File: config.mk
export PLATFORM = sky130hd
export DESIGN_NAME = water_heater_controller
export DESIGN_NICKNAME = d
export VERILOG_FILES = /design/src/rtl/washing_machine_pkg.sv /design/src/rtl/heater_timeout_counter.sv /design/src/rtl/water_heater_controller.sv
export SDC_FILE = /design/constraint.sdc
export NUM_CORES = 1
export LEC_CHECK = 0
export ABC_AREA = 1
export BUFFER_PORTS_ARGS = -buffer_cell sky130_fd_sc_hd__buf_2
export CORE_ASPECT_RATIO = 1.2
export CORE_MARGIN = 5
export CORE_UTILIZATION = 60
export CTS_BUF_LIST = sky130_fd_sc_hd__clkbuf_4 sky130_fd_sc_hd__clkbuf_8
export DETAILED_ROUTE_END_ITERATION = 10
export PLACE_DENSITY = 0.87
export REMOVE_ABC_BUFFERS = 1
export SETUP_SLACK_MARGIN = 0.02
export SYNTH_ARGS = -nofsm -noshare
export SYNTH_HDL_FRONTEND = slang
export SYNTH_SLANG_ARGS = --single-unit
File: constraint.sdc
create_clock -name clk -period 4.55 [get_ports clk]
set_input_delay 0.91 -clock clk [delete_from_list [all_inputs] [get_ports clk]]
set_output_delay 0.91 -clock clk [all_outputs]
set_load 0.02 [all_outputs]
File: src/rtl/washing_machine_pkg.sv
// washing_machine_pkg
// Shared definitions for the water heater controller.
//   TEMP_W                  : width of temperature values in degrees C
//   HYSTERESIS_DEFAULT      : default re-heat band below target
//   TIMEOUT_CYCLES_DEFAULT  : default maximum HEATING duration in clk cycles
//   heater_state_e          : controller state encoding
//   reheat_threshold()      : target minus hysteresis, 8-bit, saturating at 0
package washing_machine_pkg;

  localparam int TEMP_W                 = 7;
  localparam int HYSTERESIS_DEFAULT     = 2;
  localparam int TIMEOUT_CYCLES_DEFAULT = 6000;

  typedef enum logic [1:0] {
    ST_IDLE    = 2'd0,
    ST_HEATING = 2'd1,
    ST_HOLD    = 2'd2,
    ST_FAULT   = 2'd3
  } heater_state_e;

  // A target at or below the band yields 0, and nothing is below 0,
  // so such targets never re-heat.
  function automatic logic [7:0] reheat_threshold(input logic [TEMP_W-1:0] target,
                                                  input logic [7:0]        hyst);
    logic [7:0] t8;
    t8 = {1'b0, target};
    if (t8 <= hyst) begin
      reheat_threshold = 8'd0;
    end else begin
      reheat_threshold = t8 - hyst;
    end
  endfunction

endpackage

File: src/rtl/heater_timeout_counter.sv
// heater_timeout_counter
// Counts cycles spent heating and flags when the limit is reached.
// Ports:
//   clk     in  : system clock
//   reset   in  : synchronous active-high reset
//   clear   in  : restart the count at zero (wins over enable)
//   enable  in  : count this cycle (controller is HEATING)
//   expired out : enable is high and the count has reached TIMEOUT_CYCLES-1
module heater_timeout_counter #(
  parameter int TIMEOUT_CYCLES = 6000
) (
  input  logic clk,
  input  logic reset,
  input  logic clear,
  input  logic enable,
  output logic expired
);

  localparam int CNT_W = $clog2(TIMEOUT_CYCLES) + 1;
  localparam logic [CNT_W-1:0] LIMIT = CNT_W'(TIMEOUT_CYCLES - 1);

  logic [CNT_W-1:0] count_q;
  logic [CNT_W-1:0] count_d;
  logic             at_limit;

  assign at_limit = (count_q == LIMIT);
  assign expired  = enable && at_limit;

  always_comb begin
    count_d = count_q;
    if (clear) begin
      count_d = '0;
    end else if (enable && !at_limit) begin
      // Saturate at the limit so a held count cannot wrap.
      count_d = count_q + 1'b1;
    end
  end

  always_ff @(posedge clk) begin
    if (reset) begin
      count_q <= '0;
    end else begin
      count_q <= count_d;
    end
  end

endmodule

File: src/rtl/water_heater_controller.sv
// water_heater_controller
// Heats water to a latched target, then holds it within a hysteresis band.
// Optional heating timeout enabled by defining HEATER_TIMEOUT_EN.
// Ports:
//   clk                  in  : system clock, rising edge
//   reset                in  : synchronous active-high reset
//   start                in  : begin a heating cycle (IDLE only)
//   stop                 in  : end the cycle or clear a fault
//   selected_temperature in  : target in degrees C, latched on start
//   measured_temperature in  : sensor reading in degrees C
//   sample_valid         in  : measured_temperature is valid this cycle
//   heater_on            out : heater element drive
//   temp_reached         out : high in HOLD
//   busy                 out : high in HEATING or HOLD
//   fault                out : high in FAULT (tied low without HEATER_TIMEOUT_EN)
//   state                out : current state encoding
module water_heater_controller
  import washing_machine_pkg::*;
#(
  parameter int HYSTERESIS     = HYSTERESIS_DEFAULT,
  parameter int TIMEOUT_CYCLES = TIMEOUT_CYCLES_DEFAULT
) (
  input  logic              clk,
  input  logic              reset,
  input  logic              start,
  input  logic              stop,
  input  logic [TEMP_W-1:0] selected_temperature,
  input  logic [TEMP_W-1:0] measured_temperature,
  input  logic              sample_valid,
  output logic              heater_on,
  output logic              temp_reached,
  output logic              busy,
  output logic              fault,
  output logic [1:0]        state
);

  heater_state_e     state_q, state_d;
  logic [TEMP_W-1:0] target_q, target_d;
  logic              heater_q, heater_d;
  logic              temp_reached_q, temp_reached_d;
  logic              busy_q, busy_d;
  logic              fault_q, fault_d;

  logic [7:0] threshold;
  logic       at_target;
  logic       below_band;
  logic       timeout_hit;

  assign threshold  = reheat_threshold(target_q, 8'(HYSTERESIS));
  assign at_target  = sample_valid && (measured_temperature >= target_q);
  assign below_band = sample_valid && ({1'b0, measured_temperature} < threshold);

`ifdef HEATER_TIMEOUT_EN
  logic counter_clear;
  assign counter_clear = (state_q == ST_IDLE) && start && !stop;

  heater_timeout_counter #(
    .TIMEOUT_CYCLES(TIMEOUT_CYCLES)
  ) u_timeout (
    .clk    (clk),
    .reset  (reset),
    .clear  (counter_clear),
    .enable (state_q == ST_HEATING),
    .expired(timeout_hit)
  );
`else
  assign timeout_hit = 1'b0;
`endif

  always_comb begin
    state_d  = state_q;
    target_d = target_q;
    heater_d = heater_q;
    case (state_q)
      ST_IDLE: begin
        heater_d = 1'b0;
        // stop wins over a same-cycle start.
        if (start && !stop) begin
          target_d = selected_temperature;
          if (selected_temperature == '0) begin
            state_d = ST_HOLD;
          end else begin
            state_d  = ST_HEATING;
            heater_d = 1'b1;
          end
        end
      end
      ST_HEATING: begin
        heater_d = 1'b1;
        if (stop) begin
          state_d  = ST_IDLE;
          heater_d = 1'b0;
        end else if (at_target) begin
          // Reaching target wins over a same-cycle timeout.
          state_d  = ST_HOLD;
          heater_d = 1'b0;
        end else if (timeout_hit) begin
          state_d  = ST_FAULT;
          heater_d = 1'b0;
        end
      end
      ST_HOLD: begin
        if (stop) begin
          state_d  = ST_IDLE;
          heater_d = 1'b0;
        end else if (at_target) begin
          heater_d = 1'b0;
        end else if (below_band) begin
          heater_d = 1'b1;
        end
      end
      ST_FAULT: begin
        heater_d = 1'b0;
        if (stop) begin
          state_d = ST_IDLE;
        end
      end
      default: begin
        state_d  = ST_IDLE;
        heater_d = 1'b0;
      end
    endcase

    // Status flags are registered from the next state so they move with it.
    temp_reached_d = (state_d == ST_HOLD);
    busy_d         = (state_d == ST_HEATING) || (state_d == ST_HOLD);
    fault_d        = (state_d == ST_FAULT);
  end

  always_ff @(posedge clk) begin
    if (reset) begin
      state_q        <= ST_IDLE;
      target_q       <= '0;
      heater_q       <= 1'b0;
      temp_reached_q <= 1'b0;
      busy_q         <= 1'b0;
      fault_q        <= 1'b0;
    end else begin
      state_q        <= state_d;
      target_q       <= target_d;
      heater_q       <= heater_d;
      temp_reached_q <= temp_reached_d;
      busy_q         <= busy_d;
      fault_q        <= fault_d;
    end
  end

  assign heater_on    = heater_q;
  assign temp_reached = temp_reached_q;
  assign busy         = busy_q;
  assign state        = state_q;
`ifdef HEATER_TIMEOUT_EN
  assign fault        = fault_q;
`else
  assign fault        = 1'b0;
`endif

endmodule
==> results of run 1 <==
==> layout make-up <==
type,instances,area [µm²],area share
multi-input cells,125,756,0.601
repair buffers,23,115,0.0915
well taps,19,23.8,0.0189
clock buffers,4,36.3,0.0289
flip-flops and latches,12,240,0.191
inverters,23,86.3,0.0687
==> critical path: cells and delay by family <==
kind	cells	cell delay [ps]
AND/OR/NAND/NOR	7	550
AO/OA/AOI/OAI	2	380
adder cells (fa/ha/maj)	2	570
buffers and inverters	1	110
==> per-stage QoR <==
stage	hold slack, ps	instances	power [mW]	area (µm²)	util
floorplan	465	160	0.271	1080	-
global placement	501	202	0.313	1220	0.683
detailed placement	502	202	0.320	1220	0.683
CTS	515	206	0.409	1260	0.704
global route	562	206	0.447	1260	0.704
finish	509	206	0.407	1260	0.704
==> cells by family after synthesis <==
group,Yosys count
AOI/OAI and AO/OA,29
xor gates and xnor gates,1
adders and majority gates,20
buffers and inverters,25
DFF,12
other,1
and+or+nand+nor,74
==> cells in the mapped netlist <==
library cell	count	area share
nand2_1	38	0.13
inv_1	22	0.075
ha_1	20	0.23
nor2_1	18	0.062
a21oi_1	16	0.073
dfxtp_1	12	0.22
nand3_1	9	0.041
o21ai_0	9	0.041
nor3_1	3	0.014
nor2_4	2	0.021
a21o_1	1	0.0069
a31o_2	1	0.0080
buf_2	1	0.0046
buf_4	1	0.0069
conb_1	1	0.0034
inv_2	1	0.0034
nand4_1	1	0.0057
nand4_4	1	0.019
nor3_2	1	0.0091
o21a_1	1	0.0069
o21bai_1	1	0.0069
or2_2	1	0.0057
xor2_1	1	0.0080
==> state kept, by name, indices dropped and copies added (netlist names) <==
signal and count:
target_q 7, state 2, busy 1, temp_reached 1, heater_on 1
==> layer usage <==
metal,global-route usage,up-vias,share of wire
met5,0,-,0
li1,-,577,-
met4,0.119,0,0.035
met1,0.196,511,0.39
met3,0.0239,11,0.063
met2,0.349,45,0.51
==> cell usage in the layout, fill, tap and decap left out, types with 2 or more instances in the layout <==
cell type  Yosys  final
clkbuf_4       0      3
o21ai_0        9      9
dfxtp_1       12     12
nor2_4         2      2
nand2_1       38     38
a21oi_1       16     16
inv_1         22     22
nor2_1        18     18
ha_1          20     20
nor3_1         3      3
nand3_1        9      9
buf_2          1     23
==> power by group through the flow <==
stage / Clock [mW] / Combinational, mW / Sequential [mW]
final: 0.0885 / 0.188 / 0.130
after global routing: 0.0963 / 0.219 / 0.132
after CTS: 0.0894 / 0.190 / 0.130
after detailed placement: 0 / 0.188 / 0.132
after global placement: 0 / 0.181 / 0.131
after floorplan: 0 / 0.130 / 0.140
==> how the worst max path moves through the flow <==
stage                                        from  endpoint  cells past startpoint
after detailed placement  measured_temperature[2]      busy                     12
after global placement    measured_temperature[2]      busy                     12
final                     measured_temperature[2]      busy                     12
after floorplan           measured_temperature[2]      busy                     13
after CTS                 measured_temperature[2]      busy                     12
after global routing      measured_temperature[2]      busy                     12
==> qor.csv, run 1 <==
stage,metric,value,unit
status,status,completed,
logic_synthesis,synth_top_family_by_area,simple AND/OR/NAND/NOR gates,
worst_hold_path,hp-class,flop to flop,
worst_hold_path,hold_depth,2,
drt,vias,1144,
placement,port-buffer-count,23,
logic_synthesis,muxShareOfSynthArea,0,
drt,drc,0,
finish,area_growth,14.9,%
power_and_ir_drop,powerDensity,323,mW/mm²
logic_synthesis,yosys.area_share.adder,0.229,
sta,fin_crit,2300,ps
worst_hold_path,min_to,target_q[0],
power_and_ir_drop,power.internal,0.242,mW
worst_setup_path,r2r-end,heater_on,
sta,timing.final.crit_share,0.507,
worst_setup_path,cp.arrival,2520,ps
cts,cts.sinks,12,
cts,cts-hold-fix-buffers,0,
floorplan,die_w,49.0,µm
drt,drt_wl_total,2430,µm
power_and_ir_drop,switching_share,0.405,
placement,dp_hpwl,2050,µm
worst_setup_path,path_class,input pin to flop,
logic_synthesis,synth_seq_cells,12,
sta,slew_viol_final,0,
floorplan,rows,17,
logic_synthesis,syn_area_per_cell,6.76,µm²
logic_synthesis,ys_seq_area_frac,0.219,
power_and_ir_drop,p_clk_frac,0.218,
worst_setup_path,r2r_start,target_q[1],
worst_setup_path,crit_slowest_cell,ha_1,
logic_synthesis,yosysWarnings,0,
floorplan,dieHeight,56.8,µm
finish,antenna_cells,0,
drt,drt.antenna.violating_nets,0,
cts,tritoncts,yes,
sta,finClkSkew,8.92,ps
sta,hold_violations,0,
flow_run,max_cap_viol_count,0,
logic_synthesis,synth_compound_gate_area_share,0.143,
power_and_ir_drop,pwr-share-seq,0.319,
drt,drt_iter0_markers,31,
floorplan,die_area,0.00278,mm²
placement,place.gp.congestion,0.939,
global_routing,grt_pass1_wl,4370,µm
worst_setup_path,r2r_cells,15,
global_routing,grt_max_degree,14,
worst_setup_path,crit_path_cell_trace,"buf_2, ha_1, nand2_1, o21ai_0, nand2_1, nand3_1, nand2_1, nand2_1, nand2_1, a21oi_1, ha_1, nor2_1",
power_and_ir_drop,ir_worst_vdd,0.245,mV
placement,place_ws,1960,ps
worst_setup_path,cp_max_fo,3,
sta,final.setup.worst_slack,2250,ps
cts,clock_path_buffers,2,
finish,final_nets,227,
sta,grt_setup_unrepaired,false,
sta,setup_viol_count_final,0,
logic_synthesis,synth.distinct_cells,23,
cts,clock_latency,290,ps
drt,drt_pass1_iterations,4,
floorplan,initial_utilization,0.613,
floorplan,io_pins,25,
global_routing,grt_pass1_vias,1144,
finish,fillers,164,
finish,drive_gt1_frac,0.182,
drt,post_drt_wl_per_cell,11.8,µm
cts,cts_root_buffer,clkbuf_4,
drt,vias_per_cell,5.55,
power_and_ir_drop,p_leak,0.676,nW
sta,setup-tns-final,0,ps
worst_setup_path,cpPeakStageDelay,300,ps
cts,cts_resized,0,
cts,htree_levels,1,
global_routing,grt_antenna_before_repair,0,
global_routing,grt.total_usage,0.189,
cts,clk_pin_slew_worst_paths,80,ps
logic_synthesis,netlist_area,0.00109,mm²
worst_setup_path,r2r_slack,2450,ps
cts,numCtsBuffers,3,
global_routing,overflow,0,
worst_setup_path,cpMostUsedCell,nand2_1,
power_and_ir_drop,switchingPower,0.165,mW
cts,postCtsSetupRepairBufs,0,
sta,max_freq,434,MHz
worst_setup_path,start_kind,input pin,
logic_synthesis,synthXorXnorAreaFrac,0.00800,
logic_synthesis,syn_inst,162,
power_and_ir_drop,power_frac_comb,0.464,
floorplan,core_area,0.00179,mm²
worst_hold_path,hp-start,target_q[0],
worst_setup_path,worstPathRequired,4770,ps
logic_synthesis,synth-simple-area-share,0.307,
worst_setup_path,end_kind,flop,
No activity file was read; power rests on OpenSTA's default activity.
==> run 2: changes to the inputs <==
--- a/config.mk
+++ b/config.mk
@@ -9,10 +9,10 @@
 export BUFFER_PORTS_ARGS = -buffer_cell sky130_fd_sc_hd__buf_2
 export CORE_ASPECT_RATIO = 1.2
 export CORE_MARGIN = 5
-export CORE_UTILIZATION = 60
+export CORE_UTILIZATION = 50
 export CTS_BUF_LIST = sky130_fd_sc_hd__clkbuf_4 sky130_fd_sc_hd__clkbuf_8
 export DETAILED_ROUTE_END_ITERATION = 10
-export PLACE_DENSITY = 0.87
+export PLACE_DENSITY = 0.78
 export REMOVE_ABC_BUFFERS = 1
 export SETUP_SLACK_MARGIN = 0.02
 export SYNTH_ARGS = -nofsm -noshare
==> constraint.sdc (replaced) <==
create_clock -name clk -period 2 [get_ports clk]
set_input_delay 0.4 -clock clk [delete_from_list [all_inputs] [get_ports clk]]
set_output_delay 0.4 -clock clk [all_outputs]
set_load 0.02 [all_outputs]
==> run 2 against run 1 <==
Effect of this change: combinational power increased to 2.6 times the previous value; final cell count increased by 7.8%; core utilization decreased by 4.8 points; power increased by 140%; die area increased by 16%; clock-buffer cell count unchanged; routed wire length increased by 3.9%; sequential cell count unchanged; design area increased by 8.1%; non-clock buffer count increased by 5; highest routed layer unchanged.
==> qor.csv, run 2 (synthesis gave the netlist of run 1 again) <==
stage,metric,value,unit,change
global_routing,overflow,0,,unchanged
global_routing,grt_max_degree,14,,unchanged
finish,utilization,0.656,,was 0.704
global_routing,grt.total_usage,0.172,,was 0.189
placement,place_ws,-51.0,ps,was 1960 ps
sta,final.setup.worst_slack,48.9,ps,was 2250 ps
sta,hold_violations,0,,unchanged
sta,whs,345,ps,was 509 ps
drt,drt_pass1_iterations,4,,unchanged
worst_setup_path,r2r_cells,15,,unchanged
worst_setup_path,cpMostUsedCell,nor2_1,,was nand2_1
finish,max_flop_register,target_q,,unchanged
drt,vias_per_cell,5.10,,was 5.55
status,status,completed,,unchanged
finish,multi_input_area,796,µm²,was 756 µm²
finish,final_nets,232,,was 227
drt,drt_wl_total,2530,µm,was 2430 µm
cts,clk_pin_slew_worst_paths,80,ps,about the same
global_routing,grt_pass1_vias,1092,,was 1144
floorplan,die_area,0.00323,mm²,was 0.00278 mm²
worst_hold_path,min_to,busy,,was target_q[0]
cts,numCtsBuffers,3,,unchanged
worst_setup_path,r2r_start,target_q[2],,was target_q[1]
finish,drive_gt1_frac,0.276,,was 0.182
finish,final_cell_mix,"nand2_1, buf_2, ha_1",,"was nand2_1, buf_2, inv_1"
drt,drt_iter0_markers,16,,was 31
flow_run,max_cap_viol_count,0,,unchanged
floorplan,dieHeight,61.3,µm,was 56.8 µm
worst_setup_path,cp_max_fo,3,,unchanged
cts,cts-hold-fix-buffers,0,,unchanged
worst_setup_path,r2r_slack,50,ps,was 2450 ps
worst_setup_path,cpPeakStageDelay,340,ps,was 300 ps
finish,fillers,196,,was 164
worst_setup_path,end_kind,flop,,unchanged
power_and_ir_drop,power_frac_comb,0.496,,was 0.464
power_and_ir_drop,switchingPower,0.391,mW,was 0.165 mW
power_and_ir_drop,powerDensity,714,mW/mm²,was 323 mW/mm²
global_routing,grt_pass1_wl,4140,µm,was 4370 µm
power_and_ir_drop,p_clk_frac,0.202,,was 0.218
worst_hold_path,hp-class,input pin to flop,,was flop to flop
worst_setup_path,critPathBufInv,3,,was 1
sta,setup_viol_count_final,0,,unchanged
power_and_ir_drop,switching_share,0.403,,was 0.405
floorplan,core_area,0.00207,mm²,was 0.00179 mm²
finish,largest_register_ffs,7,,unchanged
sta,grt_setup_unrepaired,true,,was false
placement,dp_hpwl,2090,µm,was 2050 µm
cts,cts.sinks,12,,unchanged
worst_setup_path,start_kind,flop,,was input pin
placement,place.gp.congestion,0.950,,was 0.939
worst_setup_path,crit_start,target_q[2],,was measured_temperature[2]
drt,post_drt_wl_per_cell,11.4,µm,was 11.8 µm
sta,finClkSkew,0.324,ps,was 8.92 ps
cts,cts_root_buffer,clkbuf_4,,unchanged
finish,antenna_cells,0,,unchanged
floorplan,rows,18,,was 17
worst_setup_path,worstPathRequired,2180,ps,was 4770 ps
worst_setup_path,crit_family,simple AND/OR/NAND/NOR gates,,was adder cells
worst_setup_path,crit_path_cell_trace,"inv_4, ha_4, inv_2, nor3_4, or2_4, nand3_2, ha_1, nand2_1, inv_2, nand2_2, nor2_1, nor2_1, nand2_2, a21oi_2, nor2_1",,"was buf_2, ha_1, nand2_1, o21ai_0, nand2_1, nand3_1, nand2_1, nand2_1, nand2_1, a21oi_1, ha_1, nor2_1"
power_and_ir_drop,power.internal,0.579,mW,was 0.242 mW
worst_setup_path,path_class,flop to flop,,was input pin to flop
cts,htree_levels,1,,unchanged
placement,port-buffer-count,23,,unchanged
floorplan,die_w,52.7,µm,was 49.0 µm
worst_setup_path,cp.arrival,2130,ps,was 2520 ps
power_and_ir_drop,p_leak,0.708,nW,was 0.676 nW
cts,clock_latency,270,ps,was 290 ps
finish,area_growth,24.1,%,was 14.9%
sta,timing.final.crit_share,0.976,,
drt,drt.antenna.violating_nets,0,,unchanged
drt,vias,1133,,was 1144
sta,max_freq,513,MHz,
sta,slew_viol_final,0,,unchanged
finish,seq_area,245,µm²,was 240 µm²
floorplan,initial_utilization,0.528,,was 0.613
cts,clock_path_buffers,2,,unchanged
worst_hold_path,hold_depth,2,,unchanged
sta,fin_crit,1950,ps,
drt,drc,0,,unchanged
worst_setup_path,r2r-end,heater_on,,unchanged
floorplan,io_pins,25,,unchanged
cts,tritoncts,yes,,unchanged
power_and_ir_drop,pwr-share-seq,0.302,,was 0.319
global_routing,grt_antenna_before_repair,0,,unchanged
finish,final_common_cell,nand2_1,,unchanged
power_and_ir_drop,ir_worst_vdd,0.659,mV,was 0.245 mV
worst_setup_path,crit_slowest_cell,dfxtp_2,,was ha_1
worst_hold_path,hp-start,reset,,was target_q[0]
[run 2: how the worst max path moves through the flow]
stage / end / cells past startpoint
global route: heater_on / 16
floorplan: heater_on / 15
detailed placement: heater_on / 15
finish: heater_on / 15
global placement: busy / 13
CTS: heater_on / 15
[run 2: per-layer routing]
metal / share of wire / vias up / global-route usage
li1: - / 589 / -
met1: 0.40 / 504 / 0.171
met2: 0.54 / 31 / 0.346
met3: 0.037 / 9 / 0.0145
met4: 0.025 / 0 / 0.0876
met5: 0 / - / 0
[run 2: through the flow]
step	instances	power, mW	setup TNS [ps]	cell area (µm²)
2_1_floorplan	160	0.616	0	1080
5_1_grt	222	1.07	-272	1360
4_1_cts	222	0.949	0	1320
3_3_place_gp	218	0.727	0	1270
6_report	222	0.970	0	1360
3_5_place_dp	218	0.744	-63.0	1270
[run 2: what timing repair did]
item / in CTS / in global routing
resized for setup: 6 / 13
pin swaps: 0 / 6
endpoints found under the hold margin: 0 / 0
setup endpoints to repair: 1 / 3
buffers inserted: 0 / 0
[run 2: power groups by stage]
stage	registers, mW	clock network [mW]	logic [mW]
global placement	0.293	0	0.433
finish	0.293	0.196	0.481
detailed placement	0.294	0	0.450
floorplan	0.319	0	0.297
global route	0.298	0.215	0.553
CTS	0.290	0.197	0.462
[run 2: final cells by class]
class	count	area share
multi-input combinational	125	0.586
tap	30	0.0276
clock buffer	4	0.0267
sequential	12	0.180
inverter	23	0.0672
timing repair buffer	28	0.112
==> run 3: changes to the inputs <==
--- a/config.mk
+++ b/config.mk
@@ -9,10 +9,10 @@
 export BUFFER_PORTS_ARGS = -buffer_cell sky130_fd_sc_hd__buf_2
 export CORE_ASPECT_RATIO = 1.2
 export CORE_MARGIN = 5
-export CORE_UTILIZATION = 50
-export CTS_BUF_LIST = sky130_fd_sc_hd__clkbuf_4 sky130_fd_sc_hd__clkbuf_8
+export CORE_UTILIZATION = 48
+export CTS_CLUSTER_DIAMETER = 100
 export DETAILED_ROUTE_END_ITERATION = 10
-export PLACE_DENSITY = 0.78
+export PLACE_DENSITY = 0.75
 export REMOVE_ABC_BUFFERS = 1
 export SETUP_SLACK_MARGIN = 0.02
 export SYNTH_ARGS = -nofsm -noshare
==> run 3 against run 2 <==
Effect of this change: final cell count grew 0.90%; design area grew 6.3%; core utilization shrank 0.97 points; clock power shrank 27%; routed wire length grew 2.1%; sequential share of layout area shrank 0.89 points; non-clock buffer count grew 2; setup slack gained 4.1 ps; critical path depth grew 1; register-to-register slack is essentially flat; fmax grew 0.21%; clock-buffer cell count shrank 1; critical path type unchanged.
==> qor.csv, run 3 (synthesis gave the netlist of run 1 again) <==
stage,metric,value,unit,change
finish,antenna_cells,0,,unchanged
power_and_ir_drop,switchingPower,0.406,mW,was 0.391 mW
worst_setup_path,r2r_start,target_q[2],,unchanged
drt,drt.antenna.violating_nets,0,,unchanged
worst_setup_path,cpPeakStageDelay,330,ps,was 340 ps
power_and_ir_drop,power_frac_comb,0.555,,was 0.496
drt,drt_wl_total,2580,µm,was 2530 µm
cts,cts-hold-fix-buffers,0,,unchanged
sta,timing.final.crit_share,0.974,,was 0.976
power_and_ir_drop,powerDensity,679,mW/mm²,was 714 mW/mm²
worst_setup_path,cp_max_fo,3,,unchanged
sta,hold_violations,0,,unchanged
worst_setup_path,crit_path_cell_trace,"inv_4, ha_4, inv_4, nor3_4, or2_4, nand3_4, ha_4, nand2_2, inv_2, nand2_2, nor2_2, nand2_1, nand2_2, nand3_2, nand2_1, nor2_1",,"was inv_4, ha_4, inv_2, nor3_4, or2_4, nand3_2, ha_1, nand2_1, inv_2, nand2_2, nor2_1, nor2_1, nand2_2, a21oi_2, nor2_1"
worst_setup_path,crit_family,simple AND/OR/NAND/NOR gates,,unchanged
cts,numCtsBuffers,3,,unchanged
worst_setup_path,worstPathRequired,2170,ps,was 2180 ps
sta,final.setup.worst_slack,53.0,ps,was 48.9 ps
power_and_ir_drop,p_clk_frac,0.146,,was 0.202
worst_setup_path,cp.arrival,2120,ps,was 2130 ps
status,status,completed,,unchanged
global_routing,grt_max_degree,14,,unchanged
drt,vias,1119,,was 1133
finish,fin_cells,224,,was 222
cts,htree_levels,1,,unchanged
worst_hold_path,hold_depth,2,,unchanged
worst_setup_path,r2r-end,heater_on,,unchanged
worst_setup_path,crit_slowest_cell,dfxtp_2,,unchanged
cts,clock_latency,270,ps,about the same
worst_setup_path,critPathBufInv,3,,unchanged
finish,finish.instance_area,0.00144,mm²,was 0.00136 mm²
worst_hold_path,min_to,busy,,unchanged
power_and_ir_drop,ir_worst_vdd,0.568,mV,was 0.659 mV
power_and_ir_drop,total_power,0.980,mW,was 0.970 mW
finish,largest_register_ffs,7,,unchanged
cts,tritoncts,yes,,unchanged
sta,setup-tns-final,0,ps,unchanged
sta,finClkSkew,9.35,ps,was 0.324 ps
sta,max_freq,514,MHz,was 513 MHz
floorplan,dieHeight,62.3,µm,was 61.3 µm
sta,grt_setup_unrepaired,true,,unchanged
drt,post_drt_wl_per_cell,11.5,µm,was 11.4 µm
floorplan,core_area,0.00223,mm²,was 0.00207 mm²
sta,fin_crit,1950,ps,about the same
drt,drt_iter0_markers,18,,was 16
worst_setup_path,path_class,flop to flop,,unchanged
power_and_ir_drop,pwr-share-seq,0.299,,was 0.302
finish,utilization,0.646,,was 0.656
drt,drt_pass1_iterations,4,,unchanged
worst_setup_path,end_kind,flop,,unchanged
placement,place.gp.congestion,0.938,,was 0.950
cts,clock_path_buffers,2,,unchanged
finish,final_cell_mix,"nand2_1, buf_2, inv_1, nor2_1, ha_1",,"was nand2_1, buf_2, ha_1"
floorplan,io_pins,25,,unchanged
floorplan,initial_utilization,0.490,,was 0.528
sta,whs,360,ps,was 345 ps
worst_hold_path,hp-class,input pin to flop,,unchanged
drt,vias_per_cell,5.00,,was 5.10
global_routing,grt_antenna_before_repair,0,,unchanged
placement,dp_hpwl,2040,µm,was 2090 µm
global_routing,grt.total_usage,0.165,,was 0.172
worst_hold_path,hp-start,reset,,unchanged
global_routing,grt_pass1_wl,4250,µm,was 4140 µm
worst_setup_path,start_kind,flop,,unchanged
sta,setup_viol_count_final,0,,unchanged
global_routing,overflow,0,,unchanged
placement,port-buffer-count,23,,unchanged
cts,clk_pin_slew_worst_paths,70,ps,was 80 ps
finish,drive_gt1_frac,0.337,,was 0.276
global_routing,grt_pass1_vias,1099,,was 1092
cts,cts_root_buffer,clkbuf_4,,unchanged
worst_setup_path,r2r_slack,50,ps,about the same
sta,slew_viol_final,0,,unchanged
power_and_ir_drop,p_leak,0.716,nW,was 0.708 nW
cts,cts.sinks,12,,unchanged
worst_setup_path,cpMostUsedCell,nand2_2,,was nor2_1
finish,area_growth,31.9,%,was 24.1%
finish,max_flop_register,target_q,,unchanged
worst_setup_path,r2r_cells,16,,was 15
drt,drc,0,,unchanged
placement,dpl_cell_area,0.00128,mm²,was 0.00127 mm²
floorplan,die_w,53.6,µm,was 52.7 µm
finish,fillers,227,,was 196
floorplan,rows,19,,was 18
finish,final_nets,234,,was 232
floorplan,die_area,0.00334,mm²,was 0.00323 mm²
finish,final_common_cell,nand2_1,,unchanged
power_and_ir_drop,switching_share,0.414,,was 0.403
power_and_ir_drop,power.internal,0.574,mW,was 0.579 mW
placement,placedCellCount,220,,was 218
flow_run,max_cap_viol_count,0,,unchanged
placement,place_ws,-48.4,ps,was -51.0 ps
worst_setup_path,crit_start,target_q[2],,unchanged
[run 3: cell type report]
class | count | area [µm²] | area share
Multi-Input combinational cell | 125 | 873 | 0.605
Tap cell | 31 | 38.8 | 0.0269
Timing Repair Buffer | 30 | 168 | 0.116
Sequential cell | 12 | 248 | 0.172
Clock buffer | 3 | 22.5 | 0.0156
Inverter | 23 | 93.8 | 0.0650
[run 3: repair_timing]
item | in CTS | in global routing
pin swaps | 0 | 11
endpoints found under the setup margin | 1 | 3
gates resized for setup | 2 | 32
setup buffers | 0 | 1
endpoints found under the hold margin | 0 | 0
[run 3: worst max path at each step]
stage | slack (ps) | cells after the start | end
2_1_floorplan | 130 | 15 | heater_on
3_3_place_gp | 20 | 14 | busy
3_5_place_dp | -50 | 12 | busy
4_1_cts | 30 | 15 | heater_on
5_1_grt | -70 | 16 | heater_on
6_report | 50 | 16 | heater_on
[run 3: routing by layer]
layer  vias to the layer above  track usage  routed length, µm
met1                       499        0.201               1110
li1                        589            -                  -
met5                         -            0                  0
met2                        25        0.268               1310
met4                         0       0.0990                 64
met3                         6       0.0144                 87
[run 3: power by group through the flow]
stage                     clock network, mW  logic [mW]  registers, mW
after floorplan                           0       0.297          0.319
after global placement                    0       0.440          0.293
after detailed placement                  0       0.455          0.294
after CTS                             0.149       0.460          0.289
after global routing                  0.163       0.628          0.297
final                                 0.143       0.544          0.293
